$ cat config.mk
export PLATFORM = sky130hd
export DESIGN_NAME = regfile_arbiter_flat
export DESIGN_NICKNAME = d
export VERILOG_FILES = /design/src/rtl/regfile_arbiter_if.sv /design/src/rtl/regfile_arbiter.sv /design/src/flat_wrapper.sv
export SDC_FILE = /design/constraint.sdc
export NUM_CORES = 1
export LEC_CHECK = 0
export ABC_AREA = 0
export ABC_CLOCK_PERIOD_IN_PS = 2350
export CAP_MARGIN = 25
export CELL_PAD_IN_SITES_DETAIL_PLACEMENT = 0
export CELL_PAD_IN_SITES_GLOBAL_PLACEMENT = 1
export CORE_AREA = 2 2 97 99
export CTS_BUF_LIST = sky130_fd_sc_hd__clkbuf_8
export DETAILED_ROUTE_END_ITERATION = 7
export DIE_AREA = 0 0 99 101
export PLACE_DENSITY = 0.82
export SETUP_SLACK_MARGIN = 0.02
export SLEW_MARGIN = 15
export SYNTH_ARGS = -nofsm -noshare
export SYNTH_HDL_FRONTEND = slang
export SYNTH_SLANG_ARGS = --single-unit
$ cat constraint.sdc
create_clock -name clk -period 2.35 [get_ports clk]
set_clock_uncertainty 0.15 [all_clocks]
set_input_delay 0.235 -clock clk [delete_from_list [all_inputs] [get_ports clk]]
set_output_delay 0.235 -clock clk [all_outputs]
set_load 0.05 [all_outputs]
$ cat src/rtl/regfile_arbiter_if.sv
// Core/debug request buses and register-file port of regfile_arbiter.
// d_lock exists only when REGFILE_ARB_LOCK_EN is defined.
interface regfile_arbiter_if;
  logic       c_req;
  logic       d_req;
  logic [1:0] c_op;
  logic [1:0] d_op;
  logic [3:0] c_a;
  logic [3:0] c_b;
  logic [3:0] d_a;
  logic [3:0] d_b;
  logic [7:0] c_data;
  logic [7:0] d_data;
  logic       c_ack;
  logic       d_ack;
  logic [7:0] c_rdata_a;
  logic [7:0] c_rdata_b;
  logic [7:0] d_rdata_a;
  logic [7:0] d_rdata_b;
  logic [3:0] rf_a_select;
  logic [3:0] rf_b_select;
  logic [7:0] rf_din;
  logic [7:0] rf_constant;
  logic       rf_write_en;
  logic       rf_add;
  logic       rf_move;
  logic [7:0] rf_outA;
  logic [7:0] rf_outB;
  logic       busy;
`ifdef REGFILE_ARB_LOCK_EN
  logic       d_lock;
`endif

  modport slave (
`ifdef REGFILE_ARB_LOCK_EN
    input  d_lock,
`endif
    input  c_req, d_req, c_op, d_op, c_a, c_b, d_a, d_b, c_data, d_data,
    input  rf_outA, rf_outB,
    output c_ack, d_ack, c_rdata_a, c_rdata_b, d_rdata_a, d_rdata_b,
    output rf_a_select, rf_b_select, rf_din, rf_constant,
    output rf_write_en, rf_add, rf_move, busy
  );

  modport master (
`ifdef REGFILE_ARB_LOCK_EN
    output d_lock,
`endif
    output c_req, d_req, c_op, d_op, c_a, c_b, d_a, d_b, c_data, d_data,
    output rf_outA, rf_outB,
    input  c_ack, d_ack, c_rdata_a, c_rdata_b, d_rdata_a, d_rdata_b,
    input  rf_a_select, rf_b_select, rf_din, rf_constant,
    input  rf_write_en, rf_add, rf_move, busy
  );
endinterface

$ cat src/rtl/regfile_arbiter.sv
// Arbitrates a core and a debug requester onto one register-file port (IDLE/ISSUE/ACK).
// Optional debug lock is enabled by defining REGFILE_ARB_LOCK_EN.
module regfile_arbiter #(
  parameter int STARVE_LIMIT = 4
) (
  input logic              clk,
  input logic              reset,
  regfile_arbiter_if.slave bus
);
  localparam int CW = ($clog2(STARVE_LIMIT + 1) < 1) ? 1 : $clog2(STARVE_LIMIT + 1);
  localparam logic [1:0] OP_WRITE = 2'b01;
  localparam logic [1:0] OP_ADD   = 2'b10;
  localparam logic [1:0] OP_MOVE  = 2'b11;

  typedef enum logic [1:0] {IDLE = 2'b00, ISSUE = 2'b01, ACK = 2'b10} state_t;

  state_t        state_r;
  logic [CW-1:0] starve_r;
  logic          gnt_d_r;
  logic          busy_r;
  logic          c_ack_r;
  logic          d_ack_r;
  logic          we_r;
  logic          add_r;
  logic          move_r;
  logic [3:0]    a_sel_r;
  logic [3:0]    b_sel_r;
  logic [7:0]    data_r;
  logic [7:0]    c_rd_a_r;
  logic [7:0]    c_rd_b_r;
  logic [7:0]    d_rd_a_r;
  logic [7:0]    d_rd_b_r;
`ifdef REGFILE_ARB_LOCK_EN
  logic          lock_r;
`endif

  logic       core_req_s;
  logic       starved_s;
  logic       dbg_win_s;
  logic       any_req_s;
  logic [1:0] op_s;
  logic [3:0] a_s;
  logic [3:0] b_s;
  logic [7:0] data_s;
  logic [3:0] a_sel_s;
  logic [3:0] b_sel_s;

  // Arbitration decision and winner payload, including pair-select shaping
  always_comb begin
`ifdef REGFILE_ARB_LOCK_EN
    core_req_s = bus.c_req && !(lock_r && bus.d_lock);
`else
    core_req_s = bus.c_req;
`endif
    starved_s = (int'(starve_r) == STARVE_LIMIT);
    dbg_win_s = bus.d_req && (!core_req_s || starved_s);
    any_req_s = core_req_s || bus.d_req;
    if (dbg_win_s) begin
      op_s   = bus.d_op;
      a_s    = bus.d_a;
      b_s    = bus.d_b;
      data_s = bus.d_data;
    end else begin
      op_s   = bus.c_op;
      a_s    = bus.c_a;
      b_s    = bus.c_b;
      data_s = bus.c_data;
    end
    // Pair ops address an even/odd register pair; B carries a 3-bit pair index
    if (op_s[1]) begin
      a_sel_s = {a_s[3:1], 1'b0};
      b_sel_s = {1'b0, b_s[2:0]};
    end else begin
      a_sel_s = a_s;
      b_sel_s = b_s;
    end
  end

  // Transaction FSM with registered strobes, acks and captured read data
  always_ff @(posedge clk or negedge reset) begin
    if (!reset) begin
      state_r  <= IDLE;
      starve_r <= '0;
      gnt_d_r  <= 1'b0;
      busy_r   <= 1'b0;
      c_ack_r  <= 1'b0;
      d_ack_r  <= 1'b0;
      we_r     <= 1'b0;
      add_r    <= 1'b0;
      move_r   <= 1'b0;
      a_sel_r  <= 4'h0;
      b_sel_r  <= 4'h0;
      data_r   <= 8'h00;
      c_rd_a_r <= 8'h00;
      c_rd_b_r <= 8'h00;
      d_rd_a_r <= 8'h00;
      d_rd_b_r <= 8'h00;
`ifdef REGFILE_ARB_LOCK_EN
      lock_r   <= 1'b0;
`endif
    end else begin
      case (state_r)
        IDLE: begin
          c_ack_r <= 1'b0;
          d_ack_r <= 1'b0;
`ifdef REGFILE_ARB_LOCK_EN
          if (!bus.d_lock) begin
            lock_r <= 1'b0;
          end
`endif
          if (any_req_s) begin
            state_r <= ISSUE;
            busy_r  <= 1'b1;
            gnt_d_r <= dbg_win_s;
            a_sel_r <= a_sel_s;
            b_sel_r <= b_sel_s;
            data_r  <= data_s;
            we_r    <= (op_s == OP_WRITE);
            add_r   <= (op_s == OP_ADD);
            move_r  <= (op_s == OP_MOVE);
            if (dbg_win_s) begin
              starve_r <= '0;
`ifdef REGFILE_ARB_LOCK_EN
              lock_r   <= bus.d_lock;
`endif
            end else if (bus.d_req && !starved_s) begin
              starve_r <= starve_r + CW'(1);
            end else begin
              starve_r <= starve_r;
            end
          end else begin
            state_r <= IDLE;
            busy_r  <= 1'b0;
          end
        end
        ISSUE: begin
          state_r <= ACK;
          we_r    <= 1'b0;
          add_r   <= 1'b0;
          move_r  <= 1'b0;
          c_ack_r <= !gnt_d_r;
          d_ack_r <= gnt_d_r;
        end
        ACK: begin
          state_r <= IDLE;
          busy_r  <= 1'b0;
          c_ack_r <= 1'b0;
          d_ack_r <= 1'b0;
          if (gnt_d_r) begin
            d_rd_a_r <= bus.rf_outA;
            d_rd_b_r <= bus.rf_outB;
          end else begin
            c_rd_a_r <= bus.rf_outA;
            c_rd_b_r <= bus.rf_outB;
          end
        end
        default: begin
          state_r <= IDLE;
          busy_r  <= 1'b0;
          c_ack_r <= 1'b0;
          d_ack_r <= 1'b0;
          we_r    <= 1'b0;
          add_r   <= 1'b0;
          move_r  <= 1'b0;
        end
      endcase
    end
  end

  assign bus.busy        = busy_r;
  assign bus.c_ack       = c_ack_r;
  assign bus.d_ack       = d_ack_r;
  assign bus.rf_write_en = we_r;
  assign bus.rf_add      = add_r;
  assign bus.rf_move     = move_r;
  assign bus.rf_a_select = a_sel_r;
  assign bus.rf_b_select = b_sel_r;
  assign bus.rf_din      = data_r;
  assign bus.rf_constant = data_r;
  // Post-write register values are only visible in ACK, so rdata bypasses the hold register there
  assign bus.c_rdata_a   = (state_r == ACK && !gnt_d_r) ? bus.rf_outA : c_rd_a_r;
  assign bus.c_rdata_b   = (state_r == ACK && !gnt_d_r) ? bus.rf_outB : c_rd_b_r;
  assign bus.d_rdata_a   = (state_r == ACK &&  gnt_d_r) ? bus.rf_outA : d_rd_a_r;
  assign bus.d_rdata_b   = (state_r == ACK &&  gnt_d_r) ? bus.rf_outB : d_rd_b_r;
endmodule

$ cat src/flat_wrapper.sv
// flat-port wrapper written by rule: the top's interface ports become plain ports
module regfile_arbiter_flat 
#(
  parameter int STARVE_LIMIT = 4
)
  (clk, reset, bus_c_req, bus_d_req, bus_c_op, bus_d_op, bus_c_a, bus_c_b, bus_d_a, bus_d_b, bus_c_data, bus_d_data, bus_rf_outA, bus_rf_outB, bus_c_ack, bus_d_ack, bus_c_rdata_a, bus_c_rdata_b, bus_d_rdata_a, bus_d_rdata_b, bus_rf_a_select, bus_rf_b_select, bus_rf_din, bus_rf_constant, bus_rf_write_en, bus_rf_add, bus_rf_move, bus_busy);
  regfile_arbiter_if bus_i ();
  input logic clk;
  input logic reset;
  input wire logic [$bits(bus_i.c_req)-1:0] bus_c_req;
  input wire logic [$bits(bus_i.d_req)-1:0] bus_d_req;
  input wire logic [$bits(bus_i.c_op)-1:0] bus_c_op;
  input wire logic [$bits(bus_i.d_op)-1:0] bus_d_op;
  input wire logic [$bits(bus_i.c_a)-1:0] bus_c_a;
  input wire logic [$bits(bus_i.c_b)-1:0] bus_c_b;
  input wire logic [$bits(bus_i.d_a)-1:0] bus_d_a;
  input wire logic [$bits(bus_i.d_b)-1:0] bus_d_b;
  input wire logic [$bits(bus_i.c_data)-1:0] bus_c_data;
  input wire logic [$bits(bus_i.d_data)-1:0] bus_d_data;
  input wire logic [$bits(bus_i.rf_outA)-1:0] bus_rf_outA;
  input wire logic [$bits(bus_i.rf_outB)-1:0] bus_rf_outB;
  output wire logic [$bits(bus_i.c_ack)-1:0] bus_c_ack;
  output wire logic [$bits(bus_i.d_ack)-1:0] bus_d_ack;
  output wire logic [$bits(bus_i.c_rdata_a)-1:0] bus_c_rdata_a;
  output wire logic [$bits(bus_i.c_rdata_b)-1:0] bus_c_rdata_b;
  output wire logic [$bits(bus_i.d_rdata_a)-1:0] bus_d_rdata_a;
  output wire logic [$bits(bus_i.d_rdata_b)-1:0] bus_d_rdata_b;
  output wire logic [$bits(bus_i.rf_a_select)-1:0] bus_rf_a_select;
  output wire logic [$bits(bus_i.rf_b_select)-1:0] bus_rf_b_select;
  output wire logic [$bits(bus_i.rf_din)-1:0] bus_rf_din;
  output wire logic [$bits(bus_i.rf_constant)-1:0] bus_rf_constant;
  output wire logic [$bits(bus_i.rf_write_en)-1:0] bus_rf_write_en;
  output wire logic [$bits(bus_i.rf_add)-1:0] bus_rf_add;
  output wire logic [$bits(bus_i.rf_move)-1:0] bus_rf_move;
  output wire logic [$bits(bus_i.busy)-1:0] bus_busy;
  assign bus_i.c_req = bus_c_req;
  assign bus_i.d_req = bus_d_req;
  assign bus_i.c_op = bus_c_op;
  assign bus_i.d_op = bus_d_op;
  assign bus_i.c_a = bus_c_a;
  assign bus_i.c_b = bus_c_b;
  assign bus_i.d_a = bus_d_a;
  assign bus_i.d_b = bus_d_b;
  assign bus_i.c_data = bus_c_data;
  assign bus_i.d_data = bus_d_data;
  assign bus_i.rf_outA = bus_rf_outA;
  assign bus_i.rf_outB = bus_rf_outB;
  assign bus_c_ack = bus_i.c_ack;
  assign bus_d_ack = bus_i.d_ack;
  assign bus_c_rdata_a = bus_i.c_rdata_a;
  assign bus_c_rdata_b = bus_i.c_rdata_b;
  assign bus_d_rdata_a = bus_i.d_rdata_a;
  assign bus_d_rdata_b = bus_i.d_rdata_b;
  assign bus_rf_a_select = bus_i.rf_a_select;
  assign bus_rf_b_select = bus_i.rf_b_select;
  assign bus_rf_din = bus_i.rf_din;
  assign bus_rf_constant = bus_i.rf_constant;
  assign bus_rf_write_en = bus_i.rf_write_en;
  assign bus_rf_add = bus_i.rf_add;
  assign bus_rf_move = bus_i.rf_move;
  assign bus_busy = bus_i.busy;
  regfile_arbiter #(.STARVE_LIMIT(STARVE_LIMIT)) u_core (.clk(clk), .reset(reset), .bus(bus_i));
endmodule
### Word level (Yosys, flattened, before mapping)

Cells that the tools add are included.

* register bits after elaboration: 60
* logic and storage cells: 66
* input port bits: 56

* add/sub/neg operators: 1
* mux-type cells: 24
* reductions and logical operators: 16
* bitwise logic cells: 2
* eq/ne operators: 7

Operator list (count)
* 8-bit two-way mux: 5
* 4-bit two-way mux: 3
* 1-bit two-way mux: 8
* 1-bit case mux with 2 select lines: 4
* 2-bit AND reduction: 4
* 2-bit equality test (second input constant): 3
* 3-bit two-way mux: 2
* 2-bit by 1-bit equality test with 1-bit output (second input constant): 2
* 1-bit logical AND: 4
* 2-bit case mux with 2 select lines: 1
* 3-bit by 1-bit adder with 3-bit output (second input constant): 1
* 3-bit equality test (second input constant): 1
* 1-bit logical NOT: 3
* 3-bit AND reduction: 1
* 2-bit logical NOT: 1
* 1-bit logical OR: 2
* 2-bit two-way mux: 1
* 2-bit by 1-bit inequality test with 1-bit output (second input constant): 1
* 1-bit NOT: 2
* 2-bit nonzero test: 1

### Depth between registers and ports, before layout

* depth after elaboration: 7
* mapped depth: 7
* gate-level depth less buffers: 5

### Worst setup path before layout

No wires, ideal clock.

* kind: reg-to-output
* from: reg u_core.state_r[0]
* to: out bus_c_rdata_a[0]
* stages on the path, launching flop included: 5
* data arrival time: 1.439 ns
* required time: 1.965 ns
* slack: 0.526 ns
* path buffers: 2
* path through: dfrtp_1 buf_6 nor3b_4 buf_6 mux2_2

* longest elaborated chain between the ends: 3

Ends and longest elaborated chain
* start: declaration: RTL line regfile_arbiter.sv:17 `state_t state_r;`
* start signal: assignment: RTL line regfile_arbiter.sv:82 `state_r <= IDLE;`
* start signal: assignment: RTL line regfile_arbiter.sv:112 `state_r <= ISSUE;`
* start signal: assignment: RTL line regfile_arbiter.sv:132 `state_r <= IDLE;`
* 2-bit equality test: RTL line regfile_arbiter.sv:181 `assign bus.c_rdata_a = (state_r == ACK && !gnt_d_r) ? bus.rf_outA : c_rd_a_r;`
* 1-bit logical AND: RTL line regfile_arbiter.sv:181
* 8-bit two-way mux: RTL line regfile_arbiter.sv:181
* end: declaration: RTL line flat_wrapper.sv:24 `output wire logic [$bits(bus_i.c_rdata_a)-1:0] bus_c_rdata_a;`

Every way passes these cells.

### Final worst setup path

* from: reg u_core.gnt_d_r
* to: out bus_c_rdata_b[6]

* longest elaborated chain between the ends: 3

Ends and longest elaborated chain
* start: declaration: RTL line regfile_arbiter.sv:19 `logic gnt_d_r;`
* start signal: assignment: RTL line regfile_arbiter.sv:114 `gnt_d_r <= dbg_win_s;`
* 1-bit logical NOT: RTL line regfile_arbiter.sv:182 `assign bus.c_rdata_b = (state_r == ACK && !gnt_d_r) ? bus.rf_outB : c_rd_b_r;`
* 1-bit logical AND: RTL line regfile_arbiter.sv:182
* 8-bit two-way mux: RTL line regfile_arbiter.sv:182
* end: declaration: RTL line flat_wrapper.sv:25 `output wire logic [$bits(bus_i.c_rdata_b)-1:0] bus_c_rdata_b;`

Every way passes these cells.

==> flow_summary.json <==
{
  "final_common_cell": "clkdlybuf4s50_1",
  "grt_pass1_wl_microns": 11700,
  "synth_edf_count": 0,
  "multi_input_area_sq_mm": 0.00104,
  "post_cts_buffers": 0,
  "cts-root-buf": "clkbuf_8",
  "num-fill-cells": 820,
  "startpoint_type": "register",
  "cp_top_family": "flip-flops",
  "slew_headroom_pct": 63.1,
  "insertion_delay_ns": 0.33,
  "crit_path_top_delay_cell": "dfrtp_1",
  "drive_gt1_share_pct": 28.2,
  "die-area_sq_mm": 0.0100,
  "drc_errors": 0,
  "clk_pin_slew_ns": 0.07,
  "io_pins": 118,
  "post_drt_wl_per_cell_microns": 15.9,
  "yosysTopAreaCell": "dfrtp_1",
  "ys_seq_area_share_pct": 55.8,
  "numPortBuffers": 117,
  "htreeDepth": 3,
  "synthTopCellsByArea": "dfrtp_1 (56%), mux2_2 (14%), a31oi_1 (3.3%)",
  "async_flop_share_pct": 100,
  "post_dp_cell_area_sq_mm": 0.00404,
  "worst_pin_slew_ns": 0.552,
  "required_ns": 1.97,
  "grt_overflow_total": 0,
  "die_y_microns": 101,
  "yosysTopAreaCellShare_pct": 55.8,
  "drt-total-wl_microns": 7250,
  "drtPass1Iterations": 4,
  "viasPerCell": 4.79,
  "cp-end-kind": "primary output",
  "gp_congestion": 0.784,
  "antenna_found_initial": 0,
  "worstPathArrival_ns": 1.82,
  "finalMaxSlewViolations": 0,
  "synth_area_sq_mm": 0.00269,
  "drtIter0Drc": 50,
  "nets": 397,
  "setup_violations": 0,
  "hold_path.class": "in2async",
  "rrSetupSlack_ns": 0.47,
  "status": "finished clean",
  "finalSetupTns_ns": 0,
  "fin_crit_sh_pct": 93.9,
  "row_count": 35,
  "track_usage_pct": 15.1,
  "crit_fanout": 16,
  "finalWorstSetupSlack_ns": 0.144,
  "vias": 2178,
  "rsz0062_at_grt": "false",
  "seq_area_sq_mm": 0.00150,
  "cp_cell_sequence": "nor3b_4 -> buf_6 -> mux2_2 -> buf_4",
  "period_needed_ns": 2.21,
  "synth_cells": 223,
  "dp_hpwl_microns": 5450,
  "cts_made_buffers": 9,
  "ant_nets": 0,
  "stdcell_area_sq_mm": 0.00430,
  "diodes": 0,
  "die_w_microns": 99,
  "first_global_vias": 2307,
  "final_cell_mix": "clkdlybuf4s50_1 (84), dfrtp_1 (59), mux2_2 (33)",
  "tritoncts": "built",
  "cap_viol_max_count": 0,
  "core_area_sq_mm": 0.00898,
  "avgSynthCellArea_sq_um": 12.1,
  "final_util_pct": 47.8,
  "finalHoldViolations": 0,
  "cts_sinks": 60,
  "max_stage_delay_ns": 0.48,
  "critPathKind": "reg2out",
  "dp_slack_ns": 0.303,
  "clockBufferDepth": 2,
  "synth.distinct_cells": 39,
  "worst-path-buf-inv": 2,
  "yosysWarnings": 0,
  "synth_fp_nets": 281,
  "ys.flop_type": "dfrtp_1",
  "fmax_mhz": 453,
  "initial_core_util_pct": 30.0,
  "grt_max_degree": 23,
  "ys_ff_latch": 60,
  "synthToLayoutAreaGrowth_pct": 59.6
}
## cells by family after synthesis
group,Yosys count,share of synthesized area [%]
fa+ha+maj,2,0.930
simple gates,45,10.3
compound gates,56,13.1
mux,33,13.8
flops,60,55.8
buf+inv,27,6.04
## metrics by stage
stage / hold WS, ns / std cells
after floorplan: -0.211 / 223
after global placement: 0.0671 / 438
after detailed placement: 0.0756 / 438
after CTS: 0.250 / 455
after global routing: 0.265 / 455
final: 0.246 / 455
## Yosys cell counts (2+ instances only)
cell	instances
clkbuf_1	6
nand4_1	2
nand3b_1	3
buf_2	3
o21ai_0	14
a31oi_1	14
o311ai_1	2
a22o_1	2
a21oi_1	14
inv_1	5
nand3_1	15
nor2b_1	4
buf_6	3
nand2_1	3
nor2_1	3
dfrtp_1	60
a221o_1	2
a2111oi_0	2
mux2_2	33
buf_4	9
nand2b_1	5
ha_1	2
## final cells by class
cell class | instances | share of cell area [%]
multi-input cells | 136 | 24.1
clock buffers | 9 | 2.88
repair buffers | 127 | 31.8
flip-flops and latches | 60 | 35.0
inverters | 5 | 0.437
well taps | 111 | 3.23
clock inverters | 7 | 2.51
## metal layers
layer  global-route usage, %  vias up  share of wire, %
li1                        -     1035                 -
met1                    18.3     1051                42
met2                    25.0       79                49
met3                    4.85       13               6.4
met4                    6.22        0               2.0
met5                       0        -                 0
## flip-flops by register name, indices dropped and copies added (netlist names), 2 cells and up
register and count:
u_core.d_rd_b_r 8, u_core.state_r 2, u_core.c_rd_b_r 8, u_core.d_rd_a_r 8
u_core.bus.rf_b_select 4, u_core.bus.rf_a_select 4, u_core.starve_r 3, u_core.bus.rf_constant 8
u_core.c_rd_a_r 8
## final timing paths
path	from	endpoint	cells after the start
worst min register to register	u_core.bus.busy	u_core.bus.busy	2
worst max-delay path	u_core.gnt_d_r	bus_c_rdata_b[6]	4
max in group asynchronous	reset	u_core.bus.rf_b_select[3]	3
worst max register to register	u_core.starve_r[0]	u_core.bus.rf_b_select[3]	5
min in group clk	bus_c_data[3]	u_core.bus.rf_constant[3]	3
worst min-delay path	reset	u_core.d_rd_a_r[4]	2
## repair_timing
item | in CTS | in global routing
endpoints found under the setup margin | 16 | 16
gates resized for setup | 1 | 2
hold buffers | 1 | 0
hold endpoints to repair | 20 | 0
Power is left out: the tool's default activity adds up to more than one toggle a clock period on the data nets, which glitch-free logic cannot reach.
